<file path="config.mk">
export PLATFORM = sky130hd
export DESIGN_NAME = context_scheduler_flat
export DESIGN_NICKNAME = d
export VERILOG_FILES = /design/src/rtl/context_scheduler_if.sv /design/src/rtl/context_scheduler.sv /design/src/flat_wrapper.sv
export SDC_FILE = /design/constraint.sdc
export NUM_CORES = 1
export LEC_CHECK = 0
export ABC_AREA = 1
export BUFFER_PORTS_ARGS = -buffer_cell sky130_fd_sc_hd__buf_2
export CELL_PAD_IN_SITES_DETAIL_PLACEMENT = 1
export CELL_PAD_IN_SITES_GLOBAL_PLACEMENT = 1
export CORE_MARGIN = 4
export CORE_UTILIZATION = 47
export DETAILED_ROUTE_END_ITERATION = 10
export GPL_TIMING_DRIVEN = 0
export PLACE_DENSITY = 0.79
export SYNTH_ARGS = -nofsm -noshare
export SYNTH_HDL_FRONTEND = slang
export SYNTH_SLANG_ARGS = --single-unit
export TNS_END_PERCENT = 1
</file>
<file path="constraint.sdc">
create_clock -name clock -period 3.6 [get_ports clock]
set_clock_uncertainty 0.15 [all_clocks]
set_input_delay 0 -clock clock [delete_from_list [all_inputs] [get_ports clock]]
set_output_delay 0 -clock clock [all_outputs]
set_load 0.01 [all_outputs]
</file>
<file path="src/rtl/context_scheduler_if.sv">
// Scheduler-side bundle of context_scheduler: timer/CPU events, process creation and PC-load outputs.
// switch_count exists only when SCHED_STATS_EN is defined.
interface context_scheduler_if #(
  parameter int PID_W = 3
);
  logic             interrupt;
  logic             finish;
  logic [31:0]      pc_current;
  logic             sched_start;
  logic             proc_create;
  logic [PID_W-1:0] create_id;
  logic [31:0]      create_pc;
  logic [31:0]      create_quantum;
  logic [31:0]      pc_load;
  logic             pc_load_valid;
  logic             FLAG_timer;
  logic [31:0]      quantum;
  logic [PID_W-1:0] current_pid;
  logic             busy;
  logic             all_done;
`ifdef SCHED_STATS_EN
  logic [31:0]      switch_count;
`endif

  modport master (
    output interrupt, finish, pc_current, sched_start,
    output proc_create, create_id, create_pc, create_quantum,
    input  pc_load, pc_load_valid, FLAG_timer, quantum,
`ifdef SCHED_STATS_EN
    input  switch_count,
`endif
    input  current_pid, busy, all_done
  );

  modport slave (
    input  interrupt, finish, pc_current, sched_start,
    input  proc_create, create_id, create_pc, create_quantum,
    output pc_load, pc_load_valid, FLAG_timer, quantum,
`ifdef SCHED_STATS_EN
    output switch_count,
`endif
    output current_pid, busy, all_done
  );
endinterface

</file>
<file path="src/rtl/context_scheduler.sv">
// Round-robin preemptive context scheduler: saves the preempted PC, picks the next active slot, re-arms the timer.
// Optional SCHED_STATS_EN adds a free-running context-switch counter on switch_count.
module context_scheduler #(
  parameter int NPROC = 8,
  parameter int PID_W = 3
) (
  input logic                 clock,
  input logic                 reset,
  context_scheduler_if.slave  bus
);

  typedef enum logic [2:0] {
    IDLE   = 3'd0,
    SAVE   = 3'd1,
    SELECT = 3'd2,
    LOAD   = 3'd3,
    RUN    = 3'd4
  } state_t;

  state_t           state_r;
  state_t           state_s;

  logic [31:0]      saved_pc_r     [NPROC];
  logic [31:0]      slot_quantum_r [NPROC];
  logic [NPROC-1:0] active_r;

  logic [PID_W-1:0] current_pid_r;
  logic [PID_W-1:0] next_pid_r;
  logic             from_start_r;
  logic             all_done_r;
  logic [31:0]      pc_load_r;
  logic [31:0]      quantum_r;
  logic             strobe_r;
  logic             busy_r;

  logic [PID_W-1:0] search_base_s;
  logic [PID_W-1:0] found_pid_s;
  logic             found_s;
  logic             create_ok_s;

  // First active slot at or after base, wrapping; lowest offset wins so base-1 is tried last.
  function automatic logic [PID_W:0] rr_search(
    input logic [NPROC-1:0] act,
    input logic [PID_W-1:0] base
  );
    logic [PID_W:0]   result;
    logic [PID_W-1:0] idx;
    result = '0;
    idx    = '0;
    for (int i = NPROC - 1; i >= 0; i--) begin
      idx = base + PID_W'(i);
      if (act[idx]) begin
        result = {1'b1, idx};
      end else begin
        result = result;
      end
    end
    return result;
  endfunction

  // Search origin and result of the round-robin scan over the registered active vector.
  always_comb begin
    search_base_s = '0;
    if (from_start_r) begin
      search_base_s = '0;
    end else begin
      search_base_s = current_pid_r + PID_W'(1);
    end
    {found_s, found_pid_s} = rr_search(active_r, search_base_s);
  end

  // Creation is refused for the running slot while its context is live or being saved.
  always_comb begin
    create_ok_s = 1'b0;
    if (bus.proc_create && !(((state_r == RUN) || (state_r == SAVE)) &&
                             (bus.create_id == current_pid_r))) begin
      create_ok_s = 1'b1;
    end else begin
      create_ok_s = 1'b0;
    end
  end

  // Next-state logic; finish has priority over interrupt in RUN.
  always_comb begin
    state_s = state_r;
    case (state_r)
      IDLE: begin
        if (bus.sched_start) begin
          state_s = SELECT;
        end else begin
          state_s = IDLE;
        end
      end
      RUN: begin
        if (bus.finish) begin
          state_s = SELECT;
        end else if (bus.interrupt) begin
          state_s = SAVE;
        end else begin
          state_s = RUN;
        end
      end
      SAVE: begin
        state_s = SELECT;
      end
      SELECT: begin
        if (found_s) begin
          state_s = LOAD;
        end else begin
          state_s = IDLE;
        end
      end
      LOAD: begin
        state_s = RUN;
      end
      default: begin
        state_s = IDLE;
      end
    endcase
  end

  // State register.
  always_ff @(posedge clock) begin
    if (reset) begin
      state_r <= IDLE;
    end else begin
      state_r <= state_s;
    end
  end

  // Process table: creation, PC save on preemption, deactivation on finish.
  always_ff @(posedge clock) begin
    if (reset) begin
      for (int i = 0; i < NPROC; i++) begin
        saved_pc_r[i]     <= 32'd0;
        slot_quantum_r[i] <= 32'd0;
      end
      active_r <= '0;
    end else begin
      if (create_ok_s) begin
        saved_pc_r[bus.create_id]     <= bus.create_pc;
        slot_quantum_r[bus.create_id] <= bus.create_quantum;
        active_r[bus.create_id]       <= 1'b1;
      end
      if (state_r == SAVE) begin
        saved_pc_r[current_pid_r] <= bus.pc_current;
      end
      if ((state_r == RUN) && bus.finish) begin
        active_r[current_pid_r] <= 1'b0;
      end
    end
  end

  // Control registers and registered outputs; strobes follow the state being entered.
  always_ff @(posedge clock) begin
    if (reset) begin
      current_pid_r <= '0;
      next_pid_r    <= '0;
      from_start_r  <= 1'b0;
      all_done_r    <= 1'b0;
      pc_load_r     <= 32'd0;
      quantum_r     <= 32'd0;
      strobe_r      <= 1'b0;
      busy_r        <= 1'b1;
    end else begin
      strobe_r <= (state_s == LOAD);
      busy_r   <= (state_s != RUN);
      case (state_r)
        IDLE: begin
          if (bus.sched_start) begin
            from_start_r <= 1'b1;
            all_done_r   <= 1'b0;
          end
        end
        SELECT: begin
          from_start_r <= 1'b0;
          if (found_s) begin
            next_pid_r <= found_pid_s;
            pc_load_r  <= saved_pc_r[found_pid_s];
            quantum_r  <= slot_quantum_r[found_pid_s];
          end else begin
            all_done_r <= 1'b1;
          end
        end
        LOAD: begin
          current_pid_r <= next_pid_r;
        end
        default: begin
          current_pid_r <= current_pid_r;
        end
      endcase
    end
  end

`ifdef SCHED_STATS_EN
  logic [31:0] switch_count_r;

  // Counts LOAD cycles, wrapping naturally at 2^32.
  always_ff @(posedge clock) begin
    if (reset) begin
      switch_count_r <= 32'd0;
    end else if (state_r == LOAD) begin
      switch_count_r <= switch_count_r + 32'd1;
    end else begin
      switch_count_r <= switch_count_r;
    end
  end

  assign bus.switch_count = switch_count_r;
`endif

  assign bus.pc_load       = pc_load_r;
  assign bus.pc_load_valid = strobe_r;
  assign bus.FLAG_timer    = strobe_r;
  assign bus.quantum       = quantum_r;
  assign bus.current_pid   = current_pid_r;
  assign bus.busy          = busy_r;
  assign bus.all_done      = all_done_r;

endmodule

</file>
<file path="src/flat_wrapper.sv">
// flat-port wrapper written by rule: the top's interface ports become plain ports
module context_scheduler_flat 
#(
  parameter int NPROC = 8,
  parameter int PID_W = 3
)
  (clock, reset, bus_interrupt, bus_finish, bus_pc_current, bus_sched_start, bus_proc_create, bus_create_id, bus_create_pc, bus_create_quantum, bus_pc_load, bus_pc_load_valid, bus_FLAG_timer, bus_quantum, bus_current_pid, bus_busy, bus_all_done);
  context_scheduler_if #(.PID_W(PID_W)) bus_i ();
  input logic clock;
  input logic reset;
  input wire logic [$bits(bus_i.interrupt)-1:0] bus_interrupt;
  input wire logic [$bits(bus_i.finish)-1:0] bus_finish;
  input wire logic [$bits(bus_i.pc_current)-1:0] bus_pc_current;
  input wire logic [$bits(bus_i.sched_start)-1:0] bus_sched_start;
  input wire logic [$bits(bus_i.proc_create)-1:0] bus_proc_create;
  input wire logic [$bits(bus_i.create_id)-1:0] bus_create_id;
  input wire logic [$bits(bus_i.create_pc)-1:0] bus_create_pc;
  input wire logic [$bits(bus_i.create_quantum)-1:0] bus_create_quantum;
  output wire logic [$bits(bus_i.pc_load)-1:0] bus_pc_load;
  output wire logic [$bits(bus_i.pc_load_valid)-1:0] bus_pc_load_valid;
  output wire logic [$bits(bus_i.FLAG_timer)-1:0] bus_FLAG_timer;
  output wire logic [$bits(bus_i.quantum)-1:0] bus_quantum;
  output wire logic [$bits(bus_i.current_pid)-1:0] bus_current_pid;
  output wire logic [$bits(bus_i.busy)-1:0] bus_busy;
  output wire logic [$bits(bus_i.all_done)-1:0] bus_all_done;
  assign bus_i.interrupt = bus_interrupt;
  assign bus_i.finish = bus_finish;
  assign bus_i.pc_current = bus_pc_current;
  assign bus_i.sched_start = bus_sched_start;
  assign bus_i.proc_create = bus_proc_create;
  assign bus_i.create_id = bus_create_id;
  assign bus_i.create_pc = bus_create_pc;
  assign bus_i.create_quantum = bus_create_quantum;
  assign bus_pc_load = bus_i.pc_load;
  assign bus_pc_load_valid = bus_i.pc_load_valid;
  assign bus_FLAG_timer = bus_i.FLAG_timer;
  assign bus_quantum = bus_i.quantum;
  assign bus_current_pid = bus_i.current_pid;
  assign bus_busy = bus_i.busy;
  assign bus_all_done = bus_i.all_done;
  context_scheduler #(.NPROC(NPROC), .PID_W(PID_W)) u_core (.clock(clock), .reset(reset), .bus(bus_i));
endmodule
</file>
==> impl_results.html, run 1 <==
<table>
<tr><th>Metric</th><th>Value</th></tr>
<tr><th colspan="2">Outcome</th></tr>
<tr><td>Run status</td><td>finished, violations left</td></tr>
<tr><td>Violated checks</td><td>setup timing</td></tr>
<tr><th colspan="2">Synthesis</th></tr>
<tr><td>Share of the synthesized netlist area taken by xor and xnor gates</td><td>0.001245</td></tr>
<tr><td>Portion of the post-synthesis area used by sequential elements</td><td>0.6068</td></tr>
<tr><td>Mapped Nets</td><td>3193</td></tr>
<tr><td>Post-synthesis sequential element count</td><td>597</td></tr>
<tr><td>Compound-Gate Fraction of Synth Area</td><td>0.08866</td></tr>
<tr><td>Mapped Area</td><td>0.02814 mm²</td></tr>
<tr><td>Distinct cell type count after synthesis</td><td>40</td></tr>
<tr><td>Cells after synthesis</td><td>around 3000</td></tr>
<tr><td>Mapped Avg Cell Area</td><td>9.118 µm²</td></tr>
<tr><td>Top cells by area, synth</td><td>sky130_fd_sc_hd__edfxtp_1 55%, sky130_fd_sc_hd__nand2_1 13%, sky130_fd_sc_hd__nand3_1 7.2%</td></tr>
<tr><td>Synthesized-area fraction occupied by and/or/nand/nor cells</td><td>0.2443</td></tr>
<tr><td>Yosys warning count</td><td>0</td></tr>
<tr><td>Share of cell area taken by muxes after synthesis</td><td>0</td></tr>
<tr><td>Dominant combinational cell family by area after synthesis</td><td>simple AND/OR/NAND/NOR gates</td></tr>
<tr><td>Post-synth top area cell</td><td>sky130_fd_sc_hd__edfxtp_1</td></tr>
<tr><td>Adder-cell area share of the yosys netlist</td><td>0.0008893</td></tr>
<tr><td>Share of Yosys cell area claimed by the top area cell type</td><td>0.5464</td></tr>
<tr><th colspan="2">Setup path</th></tr>
<tr><td>Critical Path RT</td><td>between 3 and 4 ns</td></tr>
<tr><td>Startpoint type of the worst setup path</td><td>register</td></tr>
<tr><td>Reg-to-reg startpoint</td><td>u_core.state_r[2]$_SDFF_PP0_</td></tr>
<tr><td>Arrival time worst endpoint</td><td>a little under 4 ns</td></tr>
<tr><td>Buffers &amp; Inverters on Critical Path</td><td>3</td></tr>
<tr><td>Critical Path Fanout Max</td><td>19</td></tr>
<tr><td>Top delay family on crit path</td><td>simple AND/OR/NAND/NOR gates</td></tr>
<tr><td>Worst Setup Path Type</td><td>reg2reg</td></tr>
<tr><td>Cell breakdown of the critical path</td><td>nor3_2 -&gt; nand2_1 -&gt; inv_1 -&gt; nand2_1 -&gt; clkbuf_1 -&gt; nand3_2 -&gt; buf_12</td></tr>
<tr><td>Crit path largest cell delay</td><td>about 0.84 ns</td></tr>
<tr><td>Crit path top cell by count</td><td>sky130_fd_sc_hd__nand2_1</td></tr>
<tr><td>Cell type of the slowest stage on the worst timing path</td><td>sky130_fd_sc_hd__clkbuf_1</td></tr>
<tr><td>Critical path endpoint category</td><td>register</td></tr>
<tr><td>Origin of the worst setup path</td><td>u_core.state_r[2]$_SDFF_PP0_</td></tr>
<tr><th colspan="2">Cells and area</th></tr>
<tr><td>Utilization after layout</td><td>0.5840</td></tr>
<tr><td>Area added between synthesis and finish</td><td>22.72%</td></tr>
<tr><td># diodes</td><td>0</td></tr>
<tr><td>Fraction of final layout cells sized beyond drive strength 1</td><td>0.1417</td></tr>
<tr><td>Number of nets in the final layout</td><td>3567</td></tr>
<tr><th colspan="2">Die</th></tr>
<tr><td>Vertical extent of the die</td><td>around 250 µm</td></tr>
<tr><td>Area of the core</td><td>about 0.059 mm²</td></tr>
<tr><td>Die outline width</td><td>around 250 µm</td></tr>
<tr><td>Starting density of the core</td><td>0.4759</td></tr>
<tr><td>Std cell rows</td><td>89</td></tr>
<tr><td>Total die area</td><td>roughly 0.064 mm²</td></tr>
<tr><td>I/O Pins</td><td>roughly 180</td></tr>
<tr><th colspan="2">Placement</th></tr>
<tr><td>Placer Congestion</td><td>between 0.9 and 1</td></tr>
<tr><td>Post-detail-place hpwl</td><td>76200 µm</td></tr>
<tr><td>Worst slack after detailed placement</td><td>-1.062 ns</td></tr>
<tr><td>Number of port buffers</td><td>174</td></tr>
<tr><th colspan="2">Power</th></tr>
<tr><td>Net switching power</td><td>approximately 0.013 W</td></tr>
<tr><td>Combinational group share of total power</td><td>0.468</td></tr>
<tr><td>Total Power</td><td>roughly 0.029 W</td></tr>
<tr><td>Worst supply voltage drop on vdd</td><td>about 0.44 mV</td></tr>
<tr><td>Sw frac</td><td>0.4339</td></tr>
<tr><td>Clock network fraction of design power</td><td>0.239</td></tr>
<tr><td>Internal portion of total power</td><td>~0.016 W</td></tr>
<tr><td>Sequential fraction of design power</td><td>0.293</td></tr>
<tr><td>Ratio of total power to cell area</td><td>842.1 mW/mm²</td></tr>
<tr><td>Pleak</td><td>approximately 15 nW</td></tr>
<tr><th colspan="2">STA</th></tr>
<tr><td>Least setup slack across all paths after layout</td><td>-0.1104 ns</td></tr>
<tr><td>Worst rel slew slack</td><td>0.2343</td></tr>
<tr><td>Hold Fails Final Rpt</td><td>0</td></tr>
<tr><td>Setup repair after global routing missed its margin</td><td>true</td></tr>
<tr><td>Highest clock frequency the design can meet</td><td>around 270 MHz</td></tr>
<tr><td>Worst Hold Margin</td><td>between 0.1 and 0.15 ns</td></tr>
<tr><td>Final cycle utilization of the critical path</td><td>1.031</td></tr>
<tr><td>Final Max Tran Viols</td><td>0</td></tr>
<tr><td>Worst-Margin Slew</td><td>roughly 1.1 ns</td></tr>
<tr><td>Sum Neg Setup Slack</td><td>-1.708 ns</td></tr>
<tr><td>Post-layout min period</td><td>between 3 and 4 ns</td></tr>
<tr><td>Setup-failing EPs final</td><td>19</td></tr>
<tr><th colspan="2">Clock tree</th></tr>
<tr><td>TritonCTS clock tree</td><td>yes</td></tr>
<tr><td>Clock tree root driver cell</td><td>sky130_fd_sc_hd__clkbuf_16</td></tr>
<tr><td>Clock sink total</td><td>597</td></tr>
<tr><td>Later-pin clock latency in the skew report</td><td>0.64 ns</td></tr>
<tr><td>CTS buffer count</td><td>66</td></tr>
<tr><td>CTS clock-pin slew for the worst setup and hold paths</td><td>about 0.060 ns</td></tr>
<tr><td>Longest Clk Path Bufs</td><td>3</td></tr>
<tr><td>Number of levels the H-tree was split into</td><td>3</td></tr>
<tr><th colspan="2">Detailed routing</th></tr>
<tr><td>DRC violation total after the first TritonRoute iteration</td><td>about 3500</td></tr>
<tr><td>WL/cell</td><td>between 20 and 30 µm</td></tr>
<tr><td>Final routed DRC violation total</td><td>0</td></tr>
<tr><td>Post-DRT Antenna Nets</td><td>0</td></tr>
<tr><td>Detailed Routing Iterations Pass 1</td><td>8</td></tr>
<tr><td>Vias per cell</td><td>6.294</td></tr>
<tr><td>Number of vias in the routed layout</td><td>26980</td></tr>
<tr><td>Total Wirelength</td><td>about 120000 µm</td></tr>
<tr><th colspan="2">Hold path</th></tr>
<tr><td>Worst hold-check path type</td><td>in2reg</td></tr>
<tr><td>Worst Min Path Start</td><td>bus_interrupt</td></tr>
<tr><th colspan="2">Global routing</th></tr>
<tr><td>Number of antenna violations at the first check in global routing</td><td>1</td></tr>
<tr><td>Remaining global-route overflow</td><td>0</td></tr>
<tr><td>Wire length of the first global-routing pass</td><td>around 170000 µm</td></tr>
<tr><td>Vias in the first global route</td><td>around 28000</td></tr>
<tr><td>Largest net degree at the start of global routing</td><td>33</td></tr>
<tr><td>Overall routing resource usage</td><td>0.3573</td></tr>
<tr><th colspan="2">Flow run</th></tr>
<tr><td>Number of maximum-capacitance constraint violations</td><td>0</td></tr>
</table>
final cells by class:
class / count / area [µm²]
Multi-Input combinational cell: 2112 / 9691
Clock inverter: 23 / 240.2
Buffer: 229 / 1694
Sequential cell: 597 / 17080
Fill cell: 6690 / 24600
Timing Repair Buffer: 310 / 2417
Inverter: 144 / 543.0
Clock buffer: 99 / 1897
Tap cell: 773 / 967.2
metrics by stage:
stage / std cells / instance area, µm²
floorplan: 3086 / 28140
global placement: 4033 / 29980
detailed placement: 4047 / 30340
CTS: 4281 / 33860
global route: 4287 / 34530
finish: 4287 / 34530
synthesized netlist by cell type (all sizes together):
library cell	count
nor3	12
a221oi	3
o2111ai	1
clkbuf	105
or2	1
o22ai	254
o21bai	1
dfxtp	85
o21ai	78
edfxtp	512
xnor2	3
ha	2
a21boi	1
xor2	1
inv	142
nand3	406
and2	1
a21oi	87
nor2	281
clkinv	2
nand2	970
o21a	1
nor4	1
nand4	4
buf	128
nand3b	1
o211ai	2
o31ai	1
worst paths after layout:
path	endpoint	slack, ns	cells past startpoint
worst min register to register	u_core.bus.all_done$_SDFFE_PP0P_	0.33	2
worst max-delay path	u_core.saved_pc_r[1][24]$_DFFE_PP_	-0.11	7
worst max register to register	u_core.saved_pc_r[1][24]$_DFFE_PP_	-0.11	7
worst min-delay path	u_core.state_r[0]$_SDFF_PP0_	0.10	4
worst reg2reg max path: cells and delay by family (launching register included):
family,cells,cell delay [ns]
flip-flops,1,0.41
buffers and inverters,3,1.42
AND/OR/NAND/NOR,4,1.45
repair_timing:
action | 4_1_cts | 5_1_grt
endpoints found under the setup margin | 413 | 409
cloned | 0 | 2
endpoints found under the hold margin | 528 | 0
resized for setup | 90 | 217
pin swaps | 0 | 9
hold buffers | 116 | 0
buffers inserted | 0 | 4
cells by family after synthesis:
family | Yosys count
compound gates | 429
xor+xnor | 4
fa+ha+maj | 2
buf+inv | 377
flops | 597
simple gates | 1677
layout by cell type (no fill, tap or decap), types with 11 or more instances in the layout:
cell type,instances
sky130_fd_sc_hd__nand2_2,20
sky130_fd_sc_hd__o22ai_1,254
sky130_fd_sc_hd__nand3_1,396
sky130_fd_sc_hd__buf_4,39
sky130_fd_sc_hd__buf_12,18
sky130_fd_sc_hd__clkbuf_4,28
sky130_fd_sc_hd__dfxtp_1,82
sky130_fd_sc_hd__buf_8,12
sky130_fd_sc_hd__clkbuf_2,12
sky130_fd_sc_hd__o21ai_0,76
sky130_fd_sc_hd__nor3_1,11
sky130_fd_sc_hd__inv_1,133
sky130_fd_sc_hd__nand2_1,944
sky130_fd_sc_hd__buf_2,182
sky130_fd_sc_hd__nor2_1,275
sky130_fd_sc_hd__buf_6,45
sky130_fd_sc_hd__clkbuf_1,101
sky130_fd_sc_hd__clkbuf_8,11
sky130_fd_sc_hd__a21oi_1,82
sky130_fd_sc_hd__dlygate4sd3_1,116
sky130_fd_sc_hd__clkbuf_16,68
sky130_fd_sc_hd__edfxtp_1,512
power by group through the flow:
stage	logic (W)	registers, W	clock network, W
5_1_grt	0.0143	0.00857	0.00721
3_5_place_dp	0.0115	0.00864	0
6_report	0.0136	0.00853	0.00695
3_3_place_gp	0.0111	0.00862	0
2_1_floorplan	0.00682	0.00870	0
4_1_cts	0.0121	0.00850	0.00690
routing by layer:
metal,part of all wire,track usage,up-vias
li1,-,-,11390
met1,0.36,0.4470,13370
met2,0.47,0.5967,1767
met3,0.11,0.07378,453
met4,0.059,0.1718,4
met5,0.00093,0,-
sequential cells by signal, indices dropped and copies added (netlist names):
| signal | count |
|---|---|
| u_core.saved_pc_r | 256 |
| u_core.slot_quantum_r | 256 |
| u_core.bus.pc_load | 32 |
| u_core.bus.quantum | 32 |
| u_core.active_r | 8 |
| u_core.bus.current_pid | 3 |
| u_core.next_pid_r | 3 |
| u_core.state_r | 3 |
| u_core.bus.FLAG_timer | 1 |
| u_core.bus.all_done | 1 |
| u_core.bus.busy | 1 |
| u_core.from_start_r | 1 |
Note: power is estimated with default switching activity, not from simulation.
==> inputs of run 2 (changes only) <==
Settings changed: CTS_BUF_LIST set to sky130_fd_sc_hd__clkbuf_4 sky130_fd_sc_hd__clkbuf_8 sky130_fd_sc_hd__clkbuf_16.
==> run 2 against run 1 <==
  * The flow now finishes without violations
  * Critical path depth increased by 16
  * Critical path type unchanged
  * Critical endpoint is now u_core.bus.quantum[26]$_SDFFE_PP0N_
  * Via count is 0.23% lower
  * Register-to-register slack improved by 0.12 ns
  * Flip-flop and latch count is the same
==> impl_results.html, run 2 (synthesized netlist as in run 1, its figures left out) <==
<table>
<tr><th>Metric</th><th>Value</th></tr>
<tr><th colspan="2">Die</th></tr>
<tr><td>Starting density of the core</td><td>0.4759 (unchanged)</td></tr>
<tr><td>I/O Pins</td><td>176 (unchanged)</td></tr>
<tr><td>Area of the core</td><td>0.05913 mm² (unchanged)</td></tr>
<tr><td>Vertical extent of the die</td><td>252.7 µm (unchanged)</td></tr>
<tr><td>Die outline width</td><td>252.7 µm (unchanged)</td></tr>
<tr><td>Total die area</td><td>0.06385 mm² (unchanged)</td></tr>
<tr><td>Std cell rows</td><td>89 (unchanged)</td></tr>
<tr><th colspan="2">Power</th></tr>
<tr><td>Worst supply voltage drop on vdd</td><td>0.4972 mV (was 0.4421 mV)</td></tr>
<tr><td>Pleak</td><td>14.76 nW (was 14.70 nW)</td></tr>
<tr><td>Ratio of total power to cell area</td><td>839.4 mW/mm² (was 842.1 mW/mm²)</td></tr>
<tr><th colspan="2">Detailed routing</th></tr>
<tr><td>WL/cell</td><td>27.27 µm (was 27.68 µm)</td></tr>
<tr><td>Number of vias in the routed layout</td><td>26920 (was 26980)</td></tr>
<tr><td>DRC violation total after the first TritonRoute iteration</td><td>3651 (was 3515)</td></tr>
<tr><td>Detailed Routing Iterations Pass 1</td><td>6 (was 8)</td></tr>
<tr><td>Vias per cell</td><td>6.275 (was 6.294)</td></tr>
<tr><td>Total Wirelength</td><td>117000 µm (was 118700 µm)</td></tr>
<tr><td>Post-DRT Antenna Nets</td><td>0 (unchanged)</td></tr>
<tr><td>Final routed DRC violation total</td><td>0 (unchanged)</td></tr>
<tr><th colspan="2">Cells and area</th></tr>
<tr><td>Most used cells in the layout excluding fill and tap cells</td><td>945 x sky130_fd_sc_hd__nand2_1, 512 x sky130_fd_sc_hd__edfxtp_1, 397 x sky130_fd_sc_hd__nand3_1, 276 x sky130_fd_sc_hd__nor2_1, 254 x sky130_fd_sc_hd__o22ai_1 (was 944 x sky130_fd_sc_hd__nand2_1, 512 x sky130_fd_sc_hd__edfxtp_1, 396 x sky130_fd_sc_hd__nand3_1, 275 x sky130_fd_sc_hd__nor2_1, 254 x sky130_fd_sc_hd__o22ai_1)</td></tr>
<tr><td>Total non-filler cell area in the finished layout</td><td>0.03457 mm² (was 0.03453 mm²)</td></tr>
<tr><td>Number of nets in the final layout</td><td>3568 (was 3567)</td></tr>
<tr><td>Fraction of final layout cells sized beyond drive strength 1</td><td>0.1448 (was 0.1417)</td></tr>
<tr><td>Largest registers</td><td>u_core.saved_pc_r: 256 flops, u_core.slot_quantum_r: 256 flops (unchanged)</td></tr>
<tr><td>Area added between synthesis and finish</td><td>22.85% (was 22.72%)</td></tr>
<tr><td>Filler Cell Count</td><td>6680 (was 6690)</td></tr>
<tr><td>Most frequent standard cell in the layout excluding fill and tap cells</td><td>sky130_fd_sc_hd__nand2_1 (unchanged)</td></tr>
<tr><th colspan="2">Setup path</th></tr>
<tr><td>Critical register-to-register path endpoint</td><td>u_core.bus.quantum[26]$_SDFFE_PP0N_ (was u_core.saved_pc_r[1][24]$_DFFE_PP_)</td></tr>
<tr><td>Critical path endpoint category</td><td>register (unchanged)</td></tr>
<tr><td>Origin of the worst setup path</td><td>u_core.bus.current_pid[1]$_SDFFE_PP0P_ (was u_core.state_r[2]$_SDFF_PP0_)</td></tr>
<tr><td>Arrival time worst endpoint</td><td>3.99 ns (was 3.91 ns)</td></tr>
<tr><td>Worst Setup Path Type</td><td>reg2reg (unchanged)</td></tr>
<tr><td>Reg-to-reg startpoint</td><td>u_core.bus.current_pid[1]$_SDFFE_PP0P_ (was u_core.state_r[2]$_SDFF_PP0_)</td></tr>
<tr><td>Termination of the worst setup path</td><td>u_core.bus.quantum[26]$_SDFFE_PP0N_ (was u_core.saved_pc_r[1][24]$_DFFE_PP_)</td></tr>
<tr><td>Critical Path Fanout Max</td><td>10 (was 19)</td></tr>
<tr><td>Startpoint type of the worst setup path</td><td>register (unchanged)</td></tr>
<tr><td>Critical Path RT</td><td>4.00 ns (was 3.80 ns)</td></tr>
<tr><td>Register-to-Register Path Depth</td><td>23 (was 7)</td></tr>
<tr><td>Slack of the worst reg-to-reg path</td><td>0.01 ns (was -0.11 ns)</td></tr>
<tr><th colspan="2">Placement</th></tr>
<tr><td>Number of port buffers</td><td>174 (unchanged)</td></tr>
<tr><td>Placer Congestion</td><td>0.9490 (unchanged)</td></tr>
<tr><td>Post-detail-place hpwl</td><td>76200 µm (unchanged)</td></tr>
<tr><td>Area post-placement</td><td>0.03034 mm² (unchanged)</td></tr>
<tr><th colspan="2">Outcome</th></tr>
<tr><td>Run status</td><td>finished, final reports clean (was finished, violations left)</td></tr>
<tr><th colspan="2">STA</th></tr>
<tr><td>Worst rel slew slack</td><td>0.2139 (was 0.2343)</td></tr>
<tr><td>Worst Hold Margin</td><td>0.1127 ns (was 0.1032 ns)</td></tr>
<tr><td>Final Max Tran Viols</td><td>0 (unchanged)</td></tr>
<tr><td>Setup repair after global routing missed its margin</td><td>true (unchanged)</td></tr>
<tr><td>Hold Fails Final Rpt</td><td>0 (unchanged)</td></tr>
<tr><td>Final cycle utilization of the critical path</td><td>0.9968 (was 1.031)</td></tr>
<tr><td>Worst-Margin Slew</td><td>1.179 ns (was 1.146 ns)</td></tr>
<tr><td>Setup-failing EPs final</td><td>0 (was 19)</td></tr>
<tr><td>Post-layout min period</td><td>3.588 ns (was 3.710 ns)</td></tr>
<tr><td>Highest clock frequency the design can meet</td><td>278.7 MHz (was 269.5 MHz)</td></tr>
<tr><th colspan="2">Clock tree</th></tr>
<tr><td>Later-pin clock latency in the skew report</td><td>0.63 ns (was 0.64 ns)</td></tr>
<tr><td>Clock tree root driver cell</td><td>sky130_fd_sc_hd__clkbuf_16 (unchanged)</td></tr>
<tr><td>Number of levels the H-tree was split into</td><td>3 (unchanged)</td></tr>
<tr><td>TritonCTS clock tree</td><td>yes (unchanged)</td></tr>
<tr><td>CTS buffer count</td><td>66 (unchanged)</td></tr>
<tr><td>Longest Clk Path Bufs</td><td>3 (unchanged)</td></tr>
<tr><td>Clock sink total</td><td>597 (unchanged)</td></tr>
<tr><td>CTS clock-pin slew for the worst setup and hold paths</td><td>0.06 ns (about the same)</td></tr>
<tr><th colspan="2">Hold path</th></tr>
<tr><td>Worst hold-check path type</td><td>in2reg (unchanged)</td></tr>
<tr><th colspan="2">Global routing</th></tr>
<tr><td>Largest net degree at the start of global routing</td><td>33 (unchanged)</td></tr>
<tr><td>Remaining global-route overflow</td><td>0 (unchanged)</td></tr>
<tr><td>Overall routing resource usage</td><td>0.3567 (was 0.3573)</td></tr>
<tr><td>Number of antenna violations at the first check in global routing</td><td>0 (was 1)</td></tr>
<tr><td>Vias in the first global route</td><td>27890 (was 27800)</td></tr>
<tr><td>Wire length of the first global-routing pass</td><td>170400 µm (was 171000 µm)</td></tr>
<tr><th colspan="2">Flow run</th></tr>
<tr><td>Number of maximum-capacitance constraint violations</td><td>0 (unchanged)</td></tr>
</table>
[run 2: how the worst min path moves through the flow]
stage,startpoint,to,slack [ns],cells after the start
floorplan,bus_interrupt,u_core.bus.busy$_SDFF_PP1_,-0.008,2
CTS,bus_interrupt,u_core.state_r[0]$_SDFF_PP0_,0.1,4
finish,bus_interrupt,u_core.state_r[0]$_SDFF_PP0_,0.11,4
global placement,bus_finish,u_core.bus.busy$_SDFF_PP1_,0.11,3
detailed placement,bus_finish,u_core.bus.busy$_SDFF_PP1_,0.13,3
global route,bus_interrupt,u_core.state_r[0]$_SDFF_PP0_,0.13,4
[run 2: per-layer routing]
layer	vias to the layer above	GRT usage	wire, µm
li1	11390	-	-
met3	426	0.06503	12080
met5	-	0	0
met1	13320	0.4504	43070
met4	0	0.1967	6472
met2	1789	0.5851	55370
[run 2: power breakdown]
part / leakage [nW] / total, W / switching, W / internal (W)
clock network: 1.12 / 0.00710 / 0.00297 / 0.00412
registers: 5.72 / 0.00852 / 0.000315 / 0.00821
logic: 7.92 / 0.0134 / 0.00921 / 0.00419
total: 14.8 / 0.0290 / 0.0125 / 0.0165
[run 2: repair_timing]
item / 4_1_cts / 5_1_grt
endpoints found under the hold margin: 528 / 0
pin swaps: 2 / 4
endpoints found under the setup margin: 413 / 397
resized for setup: 136 / 144
hold buffers: 122 / 0
setup buffers: 2 / 0
[run 2: cell type report]
type,instances,area (µm²),share of cell area
multi-input combinational,2112,9672,0.2798
clock inverter,23,240.2,0.006949
timing repair buffer,312,2417,0.06993
antenna,2,5.005,0.0001448
clock buffer,99,1979,0.05726
sequential,597,17080,0.4941
tap,773,967.2,0.02798
inverter,144,541.8,0.01567
buffer,228,1664,0.04814
[run 2: stage by stage]
stage	setup TNS [ns]	cells	utilization	power [W]	worst slack, ns
finish	0	4290	0.5846	0.02902	0.01164
global route	-1.335	4288	0.5845	0.03006	-0.1419
CTS	-6.959	4288	0.5780	0.02795	-0.1419
detailed placement	-238.27	4047	0.5131	0.02016	-1.062
global placement	-701.01	4033	0.5070	0.01971	-2.287
floorplan	0	3086	-	0.01552	0.3757
[run 2: worst max-delay path, stage by stage, from the launching register on]
cell	delay (ns)
sky130_fd_sc_hd__dfxtp_4	0.39
sky130_fd_sc_hd__ha_4	0.30
sky130_fd_sc_hd__nand2_2	0.09
sky130_fd_sc_hd__buf_6	0.16
sky130_fd_sc_hd__ha_4	0.28
sky130_fd_sc_hd__inv_2	0.06
sky130_fd_sc_hd__nand2_1	0.07
sky130_fd_sc_hd__nand2_1	0.07
sky130_fd_sc_hd__nand2_1	0.11
sky130_fd_sc_hd__nand2_2	0.08
sky130_fd_sc_hd__inv_2	0.07
sky130_fd_sc_hd__a21oi_1	0.06
sky130_fd_sc_hd__o21ai_1	0.18
sky130_fd_sc_hd__nand2_2	0.10
sky130_fd_sc_hd__buf_12	0.16
sky130_fd_sc_hd__nand2_8	0.10
sky130_fd_sc_hd__buf_12	0.20
sky130_fd_sc_hd__buf_8	0.19
sky130_fd_sc_hd__nand2_1	0.07
sky130_fd_sc_hd__nand2_1	0.08
sky130_fd_sc_hd__nand2_1	0.09
sky130_fd_sc_hd__nand3_1	0.12
sky130_fd_sc_hd__nand2_1	0.15
sky130_fd_sc_hd__a21oi_1	0.18
